--- config.mk ---
export PLATFORM = sky130hd
export DESIGN_NAME = trellis_bidir_seq
export DESIGN_NICKNAME = d
export VERILOG_FILES = /design/src/rtl/trellis_bidir_seq.sv
export SDC_FILE = /design/constraint.sdc
export NUM_CORES = 1
export LEC_CHECK = 0
export ABC_CLOCK_PERIOD_IN_PS = 1600
export BUFFER_PORTS_ARGS = -buffer_cell sky130_fd_sc_hd__buf_2
export CAP_MARGIN = 10
export CORE_AREA = 2 2 56 58
export CTS_CLUSTER_SIZE = 14
export DETAILED_ROUTE_END_ITERATION = 10
export DIE_AREA = 0 0 58 60
export HOLD_SLACK_MARGIN = 0.05
export PLACE_DENSITY = 0.7
export SYNTH_ARGS = -nofsm -noshare
export SYNTH_HDL_FRONTEND = slang
export SYNTH_SLANG_ARGS = --single-unit
--- constraint.sdc ---
create_clock -name clk -period 1.6 [get_ports clk]
set_clock_uncertainty 0.15 [all_clocks]
set_input_delay 0 -clock clk [delete_from_list [all_inputs] [get_ports clk]]
set_output_delay 0 -clock clk [all_outputs]
set_load 0.01 [all_outputs]
--- src/rtl/trellis_bidir_seq.sv ---
// Half-duplex sequencer for one bidirectional pad: shifts a command word out MSB-first,
// optionally releases the pad for a turnaround, then shifts a response word in.
module trellis_bidir_seq #(
  parameter int WIDTH = 8,
  parameter int DIV   = 4,
  parameter int TURN  = 2
) (
  input  logic             clk,
  input  logic             rst,
  input  logic             cmd_valid,
  output logic             cmd_ready,
  input  logic [WIDTH-1:0] cmd_data,
  input  logic             cmd_rd,
  output logic             rsp_valid,
  input  logic             rsp_ready,
  output logic [WIDTH-1:0] rsp_data,
  output logic             busy,
  output logic             pad_i,
  output logic             pad_t,
  input  logic             pad_o
);

  localparam int PH_W    = $clog2(DIV);
  localparam int CNT_MAX = (TURN > WIDTH) ? TURN : WIDTH;
  localparam int BIT_W   = $clog2(CNT_MAX + 1);

  localparam logic [PH_W-1:0]  PH_LAST = PH_W'(DIV - 1);
  localparam logic [BIT_W-1:0] WR_LAST = BIT_W'(WIDTH - 1);
  localparam logic [BIT_W-1:0] TN_LAST = BIT_W'((TURN > 0) ? TURN - 1 : 0);

  typedef enum logic [2:0] {
    S_IDLE,
    S_WRITE,
    S_TURN,
    S_READ,
    S_RESP
  } state_e;

  state_e           state_q, state_d;
  logic [PH_W-1:0]  phase_q, phase_d;
  logic [BIT_W-1:0] bit_q, bit_d;
  logic [WIDTH-1:0] tx_q;
  logic [WIDTH-1:0] rx_q;
  logic             rd_q;
  logic             pad_o_q;
  logic             period_end;
  logic             accept;

  assign period_end = (phase_q == PH_LAST);
  assign cmd_ready  = (state_q == S_IDLE) && !rst;
  assign accept     = cmd_valid && cmd_ready;

  // NOTE: every variable gets a default before the case so no path can infer a latch.
  always_comb begin
    state_d = state_q;
    case (state_q)
      S_IDLE:  if (cmd_valid) state_d = S_WRITE;
      S_WRITE: begin
        if (period_end && bit_q == WR_LAST) begin
          if (!rd_q)         state_d = S_IDLE;
          else if (TURN > 0) state_d = S_TURN;
          else               state_d = S_READ;
        end
      end
      S_TURN:  if (period_end && bit_q == TN_LAST) state_d = S_READ;
      S_READ:  if (period_end && bit_q == WR_LAST) state_d = S_RESP;
      S_RESP:  if (rsp_ready) state_d = S_IDLE;
      default: state_d = S_IDLE;
    endcase
  end

  // Both counters restart on every state change, so each state counts from zero.
  always_comb begin
    phase_d = phase_q;
    bit_d   = bit_q;
    if (state_d != state_q) begin
      phase_d = '0;
      bit_d   = '0;
    end else if (state_q inside {S_WRITE, S_TURN, S_READ}) begin
      if (period_end) begin
        phase_d = '0;
        bit_d   = bit_q + 1'b1;
      end else begin
        phase_d = phase_q + 1'b1;
      end
    end
  end

  // NOTE: sequential state uses non-blocking assignments so all registers update together.
  always_ff @(posedge clk) begin
    if (rst) begin
      state_q <= S_IDLE;
      phase_q <= '0;
      bit_q   <= '0;
      rx_q    <= '0;
      pad_o_q <= 1'b0;
    end else begin
      state_q <= state_d;
      phase_q <= phase_d;
      bit_q   <= bit_d;
      pad_o_q <= pad_o;
      if (state_q == S_READ && period_end)
        rx_q <= (rx_q << 1) | WIDTH'(pad_o_q);
    end
  end

  // NOTE: the transmit word and read flag carry no reset; they are loaded on every accept
  // and only observed afterwards.
  always_ff @(posedge clk) begin
    if (accept) begin
      tx_q <= cmd_data;
      rd_q <= cmd_rd;
    end else if (state_q == S_WRITE && period_end) begin
      tx_q <= tx_q << 1;
    end
  end

  assign pad_t     = (state_q != S_WRITE);
  assign pad_i     = (state_q == S_WRITE) ? tx_q[WIDTH-1] : 1'b0;
  assign busy      = (state_q != S_IDLE);
  assign rsp_valid = (state_q == S_RESP);
  assign rsp_data  = rx_q;

endmodule

# Word-level counts from Yosys, hierarchy flattened
# Cells that the tools add are included.
# totals
regBits,27
in_bits,14
output_inout_bits,13
word_cells,43
# op_classes
addsub,2
eq_ne,9
n_mux,11
bitwise,1
reduce_logical,13
# op_table
op,count
two-way mux 8 bit,2
two-way mux 3 bit,5
one-hot mux 3 bit (5 select lines),1
OR 8 x 1 -> 8 bit,1
== test 3 x 2 -> 1 bit (second input constant),2
logical AND 1 bit,6
nonzero test 3 bit,2
adder 4 x 1 -> 4 bit (second input constant),1
== test 4 x 1 -> 1 bit (second input constant),1
== test 4 x 3 -> 1 bit (second input constant),1
two-way mux 2 bit,2
== test 3 x 1 -> 1 bit (second input constant),1
== test 3 bit (second input constant),1
zero test 3 bit,1
!= test 3 x 1 -> 1 bit (second input constant),1
!= test 3 bit,1
adder 2 x 1 -> 2 bit (second input constant),1
== test 2 bit (second input constant),1
AND reduction 2 bit,1
nonzero test 2 bit,1
OR reduction 2 bit,1
zero test 1 bit,1
two-way mux 1 bit,1

# Logic depth before layout (Yosys ltp)
# logic_depth
depth_word,6
mapped_depth,6
ltp_nobuf,5

# Worst setup path before layout
# Ideal clock, no wire load.
# synth_path
kind,reg2reg
from,register state_q[0]
to,register tx_q[0] (enable)
t_arrival_ns,1.241
t_required_ns,1.121
setup_slack_ns,-0.120
stages_incl_launch_ff,5
synth_period_minus_slack_ns,1.720
path_cell_list,dfxtp_1 > buf_4 > nor4_4 > nand2_2 > nand2_1
# synth_via
elab_chain_cells,4
word_cells_on_any_way,6
# synth_rtl
item,line_no,source
"start, declared",39,"state_e state_q, state_d;"
"start signal, assigned",98,state_q <= state_d;
zero test 3 bit,50,assign cmd_ready = (state_q == S_IDLE) && !rst;
logical AND 1 bit,50,
via cmd_ready,11,"output logic cmd_ready,"
logical AND 1 bit,51,assign accept = cmd_valid && cmd_ready;
nonzero test 2 bit (no source line),n/a,
"end signal, assigned",111,tx_q <= cmd_data;
"end signal, assigned",114,tx_q <= tx_q << 1;
"end, declared",42,logic [WIDTH-1:0] tx_q;
# The timed path passes the listed nets, and every way through them passes these cells.
# A chain may end at the register's enable or synchronous reset.

# Worst setup path in the final report
# layout_path
from,register phase_q[1]
to,register bit_q[1]
# layout_via
elab_chain_cells,6
word_cells_on_any_way,10
# layout_rtl
item,line_no,source
"start, declared",40,"logic [PH_W-1:0] phase_q, phase_d;"
"start signal, assigned",99,phase_q <= phase_d;
== test 2 bit (*),49,assign period_end = (phase_q == PH_LAST);
"logical AND 1 bit, on equally long branches","59, 66, 65",
"two-way mux 3 bit, on equally long branches","66, 59, 65",
one-hot mux 3 bit (5 select lines),56,case (state_q)
!= test 3 bit,76,if (state_d != state_q) begin
OR reduction 2 bit (no source line),n/a,
"end signal, assigned",100,bit_q <= bit_d;
"end, declared",41,"logic [BIT_W-1:0] bit_q, bit_d;"
# Every way passes the cells marked *; elsewhere a longest branch is shown, timed or not.

==> impl_metrics.yaml <==
route:
  drc: 0
  dr.pass1.iters: 4
  wl_per_cell_um: 13.5
  drt_wl_total_um: 2760
  first_iter_violations: 27
  ant_nets: 0
  vias: 1042
  routed_via_density: 5.08
timing:
  rsz0062_at_grt: "true"
  slew_violations: 0
  slew_headroom_pct: 79.0
  setup_viol: 1
  worst_slack_ps: -6.81
  fmax_mhz: 622
  tightest_slew_ps: 313
  hold_viol_final: 0
  min_period_over_period_pct: 100
  min_period_ps: 1610
power_and_ir_drop:
  power_switching_uw: 281
  irDropWorstVdd_v: 0.000361
  p_clk_share_pct: 25.0
  power_density_mw_per_mm2: 674
  combPwrFrac_pct: 13.2
  p_int_uw: 908
  pwr-share-seq_pct: 61.8
  power_leakage_uw: 0.000719
  swShare_pct: 23.6
final_layout:
  drive_above_1_share_pct: 45.9
  fill_cells: 253
  syn_to_final_growth_pct: 38.6
  final_nets: 190
  num_antenna_cells: 0
  post-route-cell-area_sq_mm: 0.00177
  finalNonFillerCells: 205
worst_setup_path:
  crit_slowest_cell: "dfxtp_2"
  cp_max_fo: 6
  crit_type: "reg2reg"
  ff2ff_setup_slack_ps: -7
  ff2ff_path_depth: 5
  r2r-end: "bit_q[1]$_SDFFE_PP0P_"
  startpoint: "phase_q[1]$_SDFFE_PP0N_"
  cp.required_ps: 1710
  endpoint_kind: "flop"
  rr_startpoint: "phase_q[1]$_SDFFE_PP0N_"
  critical-path-max-stage-delay_ps: 360
  cp-start-kind: "flop"
  worstPathArrival_ps: 1710
  crit_chain: "ha_4, and4bb_2, a221oi_4, o211ai_4, a311oi_2"
cts:
  ctsLongestPathBuffers: 2
  cts_htree_levels: 1
  cts_tree: "done"
  clkTransAtPathRegs_ps: 150
  cts_buffers: 3
  clk_latency_ps: 330
  clkSinkCount: 27
  cts.root.buffer_cell: "clkbuf_4"
synthesis:
  ys_ff_latch: 27
  yosysUniqueCellTypes: 34
  yosys.cell_count.top_type: "nand2_1"
  ys_seq_area_share_pct: 49.5
  synthAdderAreaFrac_pct: 2.95
  synthTopCellsByArea: "dfxtp_1 (28%), edfxtp_1 (21%), mux2_2 (6.2%), nand2_1 (6.2%), a21oi_1 (3.9%)"
  synth_nets: 137
  synthArstFlopShare_pct: 0
  synth_compound_area_share_pct: 11.9
  yosys.area_share.simple_pct: 21.3
  yosysTopAreaCell: "dfxtp_1"
  synth_xor_area_share_pct: 2.06
  synth_top_area_share_pct: 28.3
  synthTopCellsByCount: "nand2_1 (21), dfxtp_1 (18), a21oi_1 (10)"
  synth_top_family_by_area: "simple AND/OR/NAND/NOR gates"
  synth_mux_area_share_pct: 7.76
  synth_edf_count: 9
  syn_area_sq_mm: 0.00127
  ys_dominant_reg_cell: "dfxtp_1"
  syn_avg_cell_area_sq_um: 10.6
  syn_inst: 120
  yosys_warnings: 0
placement:
  dpl.hpwl_um: 1960
  dpl-instance-area_sq_mm: 0.00151
  gp_congestion: 0.824
  placed_cells: 186
  port_buffers: 26
  place_ws_ps: -95.6
flow_run:
  drv_cap: 0
die:
  die_h_um: 60
  num_rows: 20
  core_sq_mm: 0.00290
  floorplan.initialDensity_pct: 43.9
  dieWidth_um: 58
  die-area_sq_mm: 0.00348
  io_pins: 27
min_path:
  hp-class: "in2reg"
  holdPathEnd: "rd_q$_DFFE_PP_"
  hold_depth: 2
  hp-start: "cmd_rd"
global_route:
  grt_overflow: 0
  grt_max_degree: 16
  grt_first_pass_wirelength_um: 4550
  track_usage_pct: 17.2
  antenna_found_initial: 0
  grt_pass1_vias: 1030
run_status:
  status: "complete, but fails checks"
  violations: "setup timing"
[registers in the layout, indices dropped and copies added, names as in the netlist]
name and flops:
phase_q 2, tx_q 8, pad_o_q 1, bit_q 4
rsp_data 8, state_q 3, rd_q 1
[how the worst max path moves through the flow]
stage,to,slack [ps],cells after the start
2_1_floorplan,tx_q[1]$_DFFE_PP_,-40,4
3_3_place_gp,bit_q[1]$_SDFFE_PP0P_,-30,5
3_5_place_dp,bit_q[1]$_SDFFE_PP0P_,-100,6
4_1_cts,bit_q[1]$_SDFFE_PP0P_,-30,6
5_1_grt,bit_q[1]$_SDFFE_PP0P_,-60,5
6_report,bit_q[1]$_SDFFE_PP0P_,-7,5
[timing repair]
action,in CTS,in global routing
hold buffers,14,0
pin swaps,7,4
buffers inserted,1,0
gates resized for setup,14,10
setup endpoints to repair,18,34
hold endpoints to repair,28,0
[critical path: cells and delay by family (launching register included)]
kind / cells / cell delay [ps]
AND/OR/NAND/NOR: 1 / 240
AO/OA/AOI/OAI: 3 / 630
flip-flops: 1 / 360
adder cells (fa/ha/maj): 1 / 160
[power by group through the flow]
stage	registers, uW	clock network, uW	logic (uW)
after CTS	735	306	151
after detailed placement	748	0	122
final	735	297	157
after global placement	747	0	118
after global routing	737	332	170
after floorplan	743	0	78.3
[cell usage in the layout, fill, tap and decap left out, types with 2 or more instances in the layout]
cell / n
nand3_2: 2
nor2_1: 5
buf_4: 13
nor2_2: 2
nand3_1: 2
inv_1: 4
mux2i_1: 2
dlygate4sd3_1: 14
nand2_4: 2
nand2b_1: 3
dfxtp_2: 6
buf_6: 2
nand2_1: 20
dfxtp_1: 12
a21oi_1: 10
ha_1: 2
mux2_2: 7
clkbuf_4: 3
edfxtp_1: 9
buf_2: 26
xor2_1: 3
and3_1: 3
[stage by stage]
stage,total power [uW],hold WS (ps),util [%],TNS (ps)
after CTS,1190,243,59.4,-46.1
after global placement,865,39.2,52.0,-26.7
after global routing,1240,226,60.8,-452
after floorplan,821,-117,-,-284
after detailed placement,870,41.2,52.0,-379
final,1190,247,60.8,-6.81
[routing by layer]
layer  share of wire, %  track usage [%]  wire length (um)  vias up
met3                3.2             2.81                89        5
met1                 43             21.7              1190      493
met5                  0                0                 0        -
met2                 52             28.9              1440       24
met4                1.6             7.97                43        0
li1                   -                -                 -      520
[cell families after synthesis]
kind of cell | Yosys count
simple gates | 50
buf+inv | 11
flops | 27
mux | 9
compound gates | 17
fa+ha+maj | 3
xor+xnor | 3
[cell type report]
type                    instances  area, sq um  area share [%]
clock buffers                   3         22.5            1.28
flip-flops and latches         27          638            36.1
repair buffers                 55          390            22.1
clock inverters                 1         5.00           0.283
multi-input cells              82          653            37.0
well taps                      33         41.3            2.34
inverters                       4         15.0           0.850
(Power assumes the default switching activity.)
